--- config.mk ---
export PLATFORM = sky130hd
export DESIGN_NAME = string_case_conv
export DESIGN_NICKNAME = d
export VERILOG_FILES = /design/src/rtl/string_case_conv.sv
export SDC_FILE = /design/constraint.sdc
export NUM_CORES = 1
export LEC_CHECK = 0
export BUFFER_PORTS_ARGS = -buffer_cell sky130_fd_sc_hd__buf_4
export CAP_MARGIN = 20
export CORE_MARGIN = 3
export CORE_UTILIZATION = 30
export CTS_CLUSTER_DIAMETER = 30
export DETAILED_ROUTE_END_ITERATION = 12
export GPL_TIMING_DRIVEN = 0
export SYNTH_ARGS = -nofsm -noshare
export SYNTH_HDL_FRONTEND = slang
export SYNTH_SLANG_ARGS = --single-unit
--- constraint.sdc ---
create_clock -name Clk -period 5.4 [get_ports Clk]
set_clock_uncertainty 0.15 [all_clocks]
set_input_delay 0 -clock Clk [delete_from_list [all_inputs] [get_ports Clk]]
set_output_delay 0 -clock Clk [all_outputs]
set_load 0.02 [all_outputs]
--- src/rtl/string_case_conv.sv ---
// Streaming ASCII case converter: converts each byte of a valid/ready/last framed
// string using the mode latched on its first byte, and reports length/changed counts.
module string_case_conv #(
   parameter int CNT_W = 16
) (
   input  logic             Clk,
   input  logic             Reset,
   input  logic             in_valid,
   output logic             in_ready,
   input  logic [7:0]       in_data,
   input  logic             in_last,
   input  logic [1:0]       in_mode,
   output logic             out_valid,
   input  logic             out_ready,
   output logic [7:0]       out_data,
   output logic             out_last,
   output logic [CNT_W-1:0] out_len,
   output logic [CNT_W-1:0] out_chg
);
   typedef enum logic {IDLE, ACTIVE} state_t;

   localparam logic [1:0] MODE_PASS  = 2'd0;
   localparam logic [1:0] MODE_UPPER = 2'd1;
   localparam logic [1:0] MODE_LOWER = 2'd2;
   localparam logic [1:0] MODE_TITLE = 2'd3;
   localparam logic [CNT_W-1:0] CNT_MAX = '1;
   localparam logic [CNT_W-1:0] CNT_ONE = {{(CNT_W-1){1'b0}}, 1'b1};

   typedef struct packed {
      logic [7:0]       data;
      logic             last;
      logic [CNT_W-1:0] len;
      logic [CNT_W-1:0] chg;
   } beat_t;

   state_t           state_q, state_d;
   logic [1:0]       mode_q, mode_d;
   logic             title_q, title_d;
   logic [CNT_W-1:0] len_q, len_d;
   logic [CNT_W-1:0] chg_q, chg_d;
   logic             in_ready_q, in_ready_d;
   logic             skid_full_q, skid_full_d;
   beat_t            skid_q, skid_d;
   logic             out_valid_q, out_valid_d;
   beat_t            out_q, out_d;

   logic             accept;
   logic             out_load;
   logic [1:0]       cur_mode;
   logic             cur_title;
   logic [CNT_W-1:0] base_len;
   logic [CNT_W-1:0] base_chg;
   logic             is_upper;
   logic             is_lower;
   logic             flip;
   beat_t            new_beat;

   always_comb begin
      accept = in_valid & in_ready_q;

      // A beat seen in IDLE opens a new string, so it uses fresh context, not the registers
      if (state_q == IDLE) begin
         cur_mode  = in_mode;
         cur_title = 1'b1;
         base_len  = '0;
         base_chg  = '0;
      end else begin
         cur_mode  = mode_q;
         cur_title = title_q;
         base_len  = len_q;
         base_chg  = chg_q;
      end

      is_upper = (in_data >= 8'h41) && (in_data <= 8'h5A);
      is_lower = (in_data >= 8'h61) && (in_data <= 8'h7A);
      flip     = 1'b0;
      case (cur_mode)
         MODE_PASS:  flip = 1'b0;
         MODE_UPPER: flip = is_lower;
         MODE_LOWER: flip = is_upper;
         MODE_TITLE: flip = cur_title ? is_lower : is_upper;
      endcase

      new_beat.data = in_data ^ {2'b00, flip, 5'b00000};
      new_beat.last = in_last;
      new_beat.len  = (base_len == CNT_MAX) ? base_len : base_len + CNT_ONE;
      new_beat.chg  = (flip && (base_chg != CNT_MAX)) ? base_chg + CNT_ONE : base_chg;

      state_d = state_q;
      mode_d  = mode_q;
      title_d = title_q;
      len_d   = len_q;
      chg_d   = chg_q;
      if (accept) begin
         mode_d  = cur_mode;
         title_d = (in_data == 8'h20) || (in_data == 8'h09);
         len_d   = new_beat.len;
         chg_d   = new_beat.chg;
         state_d = in_last ? IDLE : ACTIVE;
      end

      // The skid entry is always older than anything arriving, so it drains first
      out_load    = !out_valid_q || out_ready;
      out_valid_d = out_valid_q;
      out_d       = out_q;
      skid_full_d = skid_full_q;
      skid_d      = skid_q;
      if (out_load) begin
         if (skid_full_q) begin
            out_valid_d = 1'b1;
            out_d       = skid_q;
            skid_full_d = 1'b0;
         end else if (accept) begin
            out_valid_d = 1'b1;
            out_d       = new_beat;
         end else begin
            out_valid_d = 1'b0;
         end
      end else if (accept) begin
         skid_d      = new_beat;
         skid_full_d = 1'b1;
      end
      in_ready_d = !skid_full_d;
   end

   always_ff @(posedge Clk or posedge Reset) begin
      if (Reset) begin
         state_q     <= IDLE;
         mode_q      <= MODE_PASS;
         title_q     <= 1'b1;
         len_q       <= '0;
         chg_q       <= '0;
         in_ready_q  <= 1'b0;
         skid_full_q <= 1'b0;
         skid_q      <= '0;
         out_valid_q <= 1'b0;
         out_q       <= '0;
      end else begin
         state_q     <= state_d;
         mode_q      <= mode_d;
         title_q     <= title_d;
         len_q       <= len_d;
         chg_q       <= chg_d;
         in_ready_q  <= in_ready_d;
         skid_full_q <= skid_full_d;
         skid_q      <= skid_d;
         out_valid_q <= out_valid_d;
         out_q       <= out_d;
      end
   end

   assign in_ready  = in_ready_q;
   assign out_valid = out_valid_q;
   assign out_data  = out_q.data;
   assign out_last  = out_q.last;
   assign out_len   = out_q.len;
   assign out_chg   = out_q.chg;
endmodule

Word-level counts from Yosys, hierarchy flattened

Index checks and enable logic that the tools add are counted.

Reduce and logical (&&, ||, !) cells: 11
Bitwise operators: 3
Magnitude comparators: 4
Add/subtract/negate cells: 2
Muxes and demuxes: 15
Equal/unequal tests: 7

Operators by type and width:

| kind                  | count |
|---|---|
| $mux 41               | 2 |
| $mux 16               | 4 |
| $add 16x1->16 const B | 2 |
| $eq 16x16->1 const B  | 1 |
| $ge 8x7->1 const B    | 2 |
| $le 8x7->1 const B    | 2 |
| $ne 16x16->1 const B  | 1 |
| $eq 8x4->1 const B    | 1 |
| $eq 8x6->1 const B    | 1 |
| $xor 8x6->8           | 1 |
| $mux 1                | 7 |
| $eq 2x2->1 const B    | 2 |
| $pmux 1 s4            | 1 |
| $reduce_and 2->1      | 2 |
| $logic_and 1x1->1     | 3 |
| $eq 2x1->1 const B    | 1 |
| $logic_not 1->1       | 2 |
| $logic_not 2->1       | 1 |
| $logic_or 1x1->1      | 2 |
| $mux 2                | 1 |
| $reduce_bool 2->1     | 1 |
| $and 1x1->1           | 1 |
| $not 1->1             | 1 |

Output and inout bits: 43
Input bits: 15
Flip-flop bits (word level): 121
Logic and storage cells: 58

Longest topological paths before layout

Depth in word-level cells: 8
Depth in mapped cells: 13
Depth with buffers taken out: 9

Least setup slack after synthesis

Ideal clock, no wire load.

Path kind: register to register
From: register state_q
To: register len_q[7]
Required time: 5.129 ns
Path buffers: 4
Cell stages (with the launch flop): 13
Library setup time: 0.121 ns
Path slack: 2.085 ns
Period minus slack after synthesis: 3.315 ns
Data arrival time: 3.044 ns
Cells stage by stage: dfrtp_1 -> buf_2 -> buf_4 -> clkbuf_1 -> and2_1 -> ha_1 -> nand3_1 -> or3_1 -> or4_1 -> buf_6 -> nand2_1 -> mux2_2 -> a22o_1

Longest elaborated chain between the ends: 3
Elaborated cells on any way between the ends: 4
Those cells by class: add/sub (1); eq/ne (1); mux (2)

RTL lines:

| item                                          | line | RTL |
|---|---|---|
| from (decl)                                   | 36   | `state_t state_q, state_d;` |
| from (signal assigned)                        | 139  | `state_q <= state_d;` |
| $mux 16 (*)                                   | 62   | `if (state_q == IDLE) begin` |
| $add 16x1->16 or $eq 16x16->1 (tied branches) | 86   | `new_beat.len = (base_len == CNT_MAX) ? base_len : base_len + CNT_ONE;` |
| $mux 16 (*)                                   | 86   |  |
| to (signal assigned)                          | 142  | `len_q <= len_d;` |
| to (decl)                                     | 39   | `logic [CNT_W-1:0] len_q, len_d;` |

Every way passes the cells marked *; elsewhere a longest branch is shown, timed or not.
A chain may end at the register's enable or synchronous reset.

Worst setup path after layout

From: register state_q
To: register out_q (netlist bit out_len[3])

Longest elaborated chain between the ends: 5
Elaborated cells on any way between the ends: 6
Those cells by class: add/sub (1); eq/ne (1); mux (4)

RTL lines:

| item                                          | line | RTL |
|---|---|---|
| $mux 16 (*)                                   | 62   |  |
| $add 16x1->16 or $eq 16x16->1 (tied branches) | 86   |  |
| $mux 16 (*)                                   | 86   |  |
| $mux 41 (*)                                   | 113  | `end else if (accept) begin` |
| $mux 41 (*)                                   | 109  | `if (skid_full_q) begin` |
| to (signal assigned)                          | 148  | `out_q <= out_d;` |
| to (decl)                                     | 45   | `beat_t out_q, out_d;` |

Every way passes the cells marked *; elsewhere a longest branch is shown, timed or not. The select of a mux whose other input is x is not followed.

==> results.cfg <==
[run_status]
outcome = finished clean

[setup_path]
r2r_cells = 13
rrSetupSlack_ps = 1380
cpMaxStageDelayCell = or4_1
arrival_ps = 4170
r2r-end = out_len[3]$_DFFE_PP0P_
path_buf_inv = 4
cp_max_fo = 10
cpPeakStageDelay_ps = 550
startpoint_type = flop
critPathRequiredTime_ps = 5550
r2r_start = state_q$_DFFE_PP0P_
path_cells = buf_2, buf_4, clkbuf_1, and2_1, ha_1, nand3_1, or3_1, or4_1, buf_6, nand4_2, xnor2_1, a221oi_2, nor2_1
crit_family = simple AND/OR/NAND/NOR gates
worstSetupPathType = reg -> reg
end_kind = flop

[cells_and_area]
fin_cells = 1047
drive_above_1_share = 0.142
syn2layout_area_growth_pct = 25.4
num_antenna_cells = 0
finalNetCount = 786

[clock_network]
clk_latency_ps = 420
cts_tree = built
clk_pin_slew_ps = 60
clock_sinks = 121
postCtsResizedCells = 0
numCtsBuffers = 17
clk_path_buf_depth = 2
root_buffer = clkbuf_16
cts_max_level = 4

[global_routing]
grt_use_total = 0.165
grt_pass1_wl_mm = 28.5
grt_max_degree = 92
grt_overflow = 0
grt_pass1_vias = 5103
antenna_found_initial = 0

[timing]
rsz0062_at_grt = false
setup_viol = 0
timing.slew.headroom = 0.465
finalCritPeriodShare = 0.744
clock.fmax_mhz = 249
final.setup.worst_slack_ps = 1380
fin_crit_ps = 4020
fin_tns_setup_ps = 0
worst_pin_slew_ps = 802
final-max-slew-violation-count = 0
hold_violations = 0

[floorplan]
die_area_um2 = 22000
dieWidth_um = 148
start_util = 0.309
ios = 58
fp-row-count = 51
core_um2 = 19700
die_y_um = 148

[power_and_ir_drop]
leakagePower_nw = 3.38
ir_drop_mv = 0.217
powerDensity_nw_per_um2 = 371

[logic_synthesis]
ys.flop_type = dfrtp_1
async_flop_share = 1.00
yosysSeqAreaShare = 0.499
syn_nets = 695
ys_ff_latch = 121
ys_top_cells_by_area = dfrtp_1, nand2_1, o21ai_0, nand3_1, mux2i_1
synth_top_family_by_area = simple AND/OR/NAND/NOR gates
synth-compound-area-share = 0.161
synth_common_cells = nand2_1, dfrtp_1, o21ai_0
synth_edf_count = 0
syn_area_um2 = 6070
yosys_warnings = 0
yosysMostFrequentCell = nand2_1
yosysTopAreaCellShare = 0.495
avgSynthCellArea_um2 = 8.95
synth_cell_types = 58
synth_mux_area_frac = 0.0390
synth_adder_area_share = 0.00412
synth_largest_area_cell = dfrtp_1
synthCells = 678
yosys.area_share.simple = 0.232
synth_xor_area_frac = 0.0289

[min_path]
hold_depth = 5
min_path_type = in -> reg
min_to = out_valid$_DFFE_PP0P_
hp-start = in_valid

[detailed_routing]
drt_iter0_drc = 316
ant_nets = 0
wl_mm = 18.1
remaining_drc_errors = 0
route.detailed.wl_per_inst_um = 17.3
vias_per_cell = 5.14
dr_total_vias = 5382
drtPass1Iterations = 5

[place]
dp_hpwl_mm = 12.9
io_buffers = 57
dp.cells = 1001
dp_slack_ps = 1430
place_congestion = 0.856

[job]
drv_cap = 0
state kept, by name, summed over array words and instances, names as in the netlist, 2 cells and up:
signal / cells
out_data: 8
len_q: 16
skid_q: 41
out_len: 16
out_chg: 16
chg_q: 16
mode_q: 2
kinds of logic (layout without fill, tap and decap cells):
logic type | count (synthesis) | after routing
compound gates | 160 | 160
xor+xnor | 20 | 20
fa+ha+maj | 2 | 2
buf+inv | 54 | 158
flops | 121 | 121
mux | 23 | 23
simple gates | 298 | 298
cell type report:
type	instances	area, um2
clock inverters	14	173
repair buffers	72	596
fillers	2006	12000
multi-input cells	503	2820
clock buffers	18	439
plain buffers	44	181
inverters	10	42.5
flip-flops and latches	121	3030
well taps	265	332
worst reg2reg max path, stage by stage (launching register included):
cell and delay, ps:
dfrtp_1 310, buf_2 210, buf_4 210, clkbuf_1 440, and2_1 250, ha_1 240
nand3_1 200, or3_1 450, or4_1 550, buf_6 160, nand4_2 130, xnor2_1 210
a221oi_2 340, nor2_1 60
per-layer routing:
metal	share of wire	GRT usage	up-vias	wire, um
met3	0.050	0.0314	27	910
met2	0.48	0.266	154	8600
met5	0	0	-	0
li1	-	-	2570	-
met4	0.021	0.0582	0	382
met1	0.45	0.224	2631	8200
how the worst max path moves through the flow:
stage | from | end | slack (ps) | cells after the start
6_report | state_q$_DFFE_PP0P_ | out_len[3]$_DFFE_PP0P_ | 1380 | 13
3_5_place_dp | state_q$_DFFE_PP0P_ | out_len[7]$_DFFE_PP0P_ | 1430 | 13
2_1_floorplan | Reset | chg_q[0]$_DFFE_PP0P_ | 2040 | 1
4_1_cts | state_q$_DFFE_PP0P_ | out_len[7]$_DFFE_PP0P_ | 1410 | 13
3_3_place_gp | Reset | len_q[0]$_DFFE_PP0P_ | 420 | 2
5_1_grt | state_q$_DFFE_PP0P_ | out_len[3]$_DFFE_PP0P_ | 1200 | 13
through the flow:
stage,instance area [um2],total power [W],utilization,hold WS (ps)
after floorplan,6070,0.00141,-,-44.6
after global placement,6830,0.00164,0.347,73.5
after detailed placement,6860,0.00165,0.349,-156
after CTS,7610,0.00284,0.387,126
after global routing,7610,0.00294,0.387,212
final,7610,0.00283,0.387,159
where the power goes:
group          internal, W  total [W]  leakage [nW]  switching [W]
combinational     0.000196   0.000544          1.49       0.000349
clock             0.000739    0.00119         0.285       0.000448
sequential         0.00102    0.00110          1.60      0.0000743
total              0.00196    0.00283          3.38       0.000871
placed cells by master (no fill, tap or decap), drive strengths merged, types with 4 or more instances in the layout:
cell type / netlist / layout
nand3: 38 / 38
mux2: 5 / 5
and2: 9 / 9
nor2: 37 / 37
nor4: 8 / 8
dlygate4sd3: 0 / 14
mux2i: 18 / 18
xnor2: 9 / 9
nor2b: 4 / 4
nor3: 18 / 18
clkinv: 0 / 4
buf: 9 / 67
o22ai: 7 / 7
dfrtp: 120 / 120
o31ai: 5 / 5
nand4: 10 / 10
a31oi: 4 / 4
inv: 10 / 12
clkbuf: 35 / 53
o21ai: 71 / 71
nand2: 135 / 135
nand2b: 5 / 5
a21oi: 26 / 26
and3: 16 / 16
a21o: 13 / 13
a22o: 6 / 6
clkinvlp: 0 / 5
xor2: 11 / 11
o211ai: 7 / 7
or3: 6 / 6
what timing repair did:
item	in CTS	in global routing
endpoints found under the hold margin	145	0
hold buffers	14	0
setup buffers	0	0
Power figures use the tool's default switching activity.
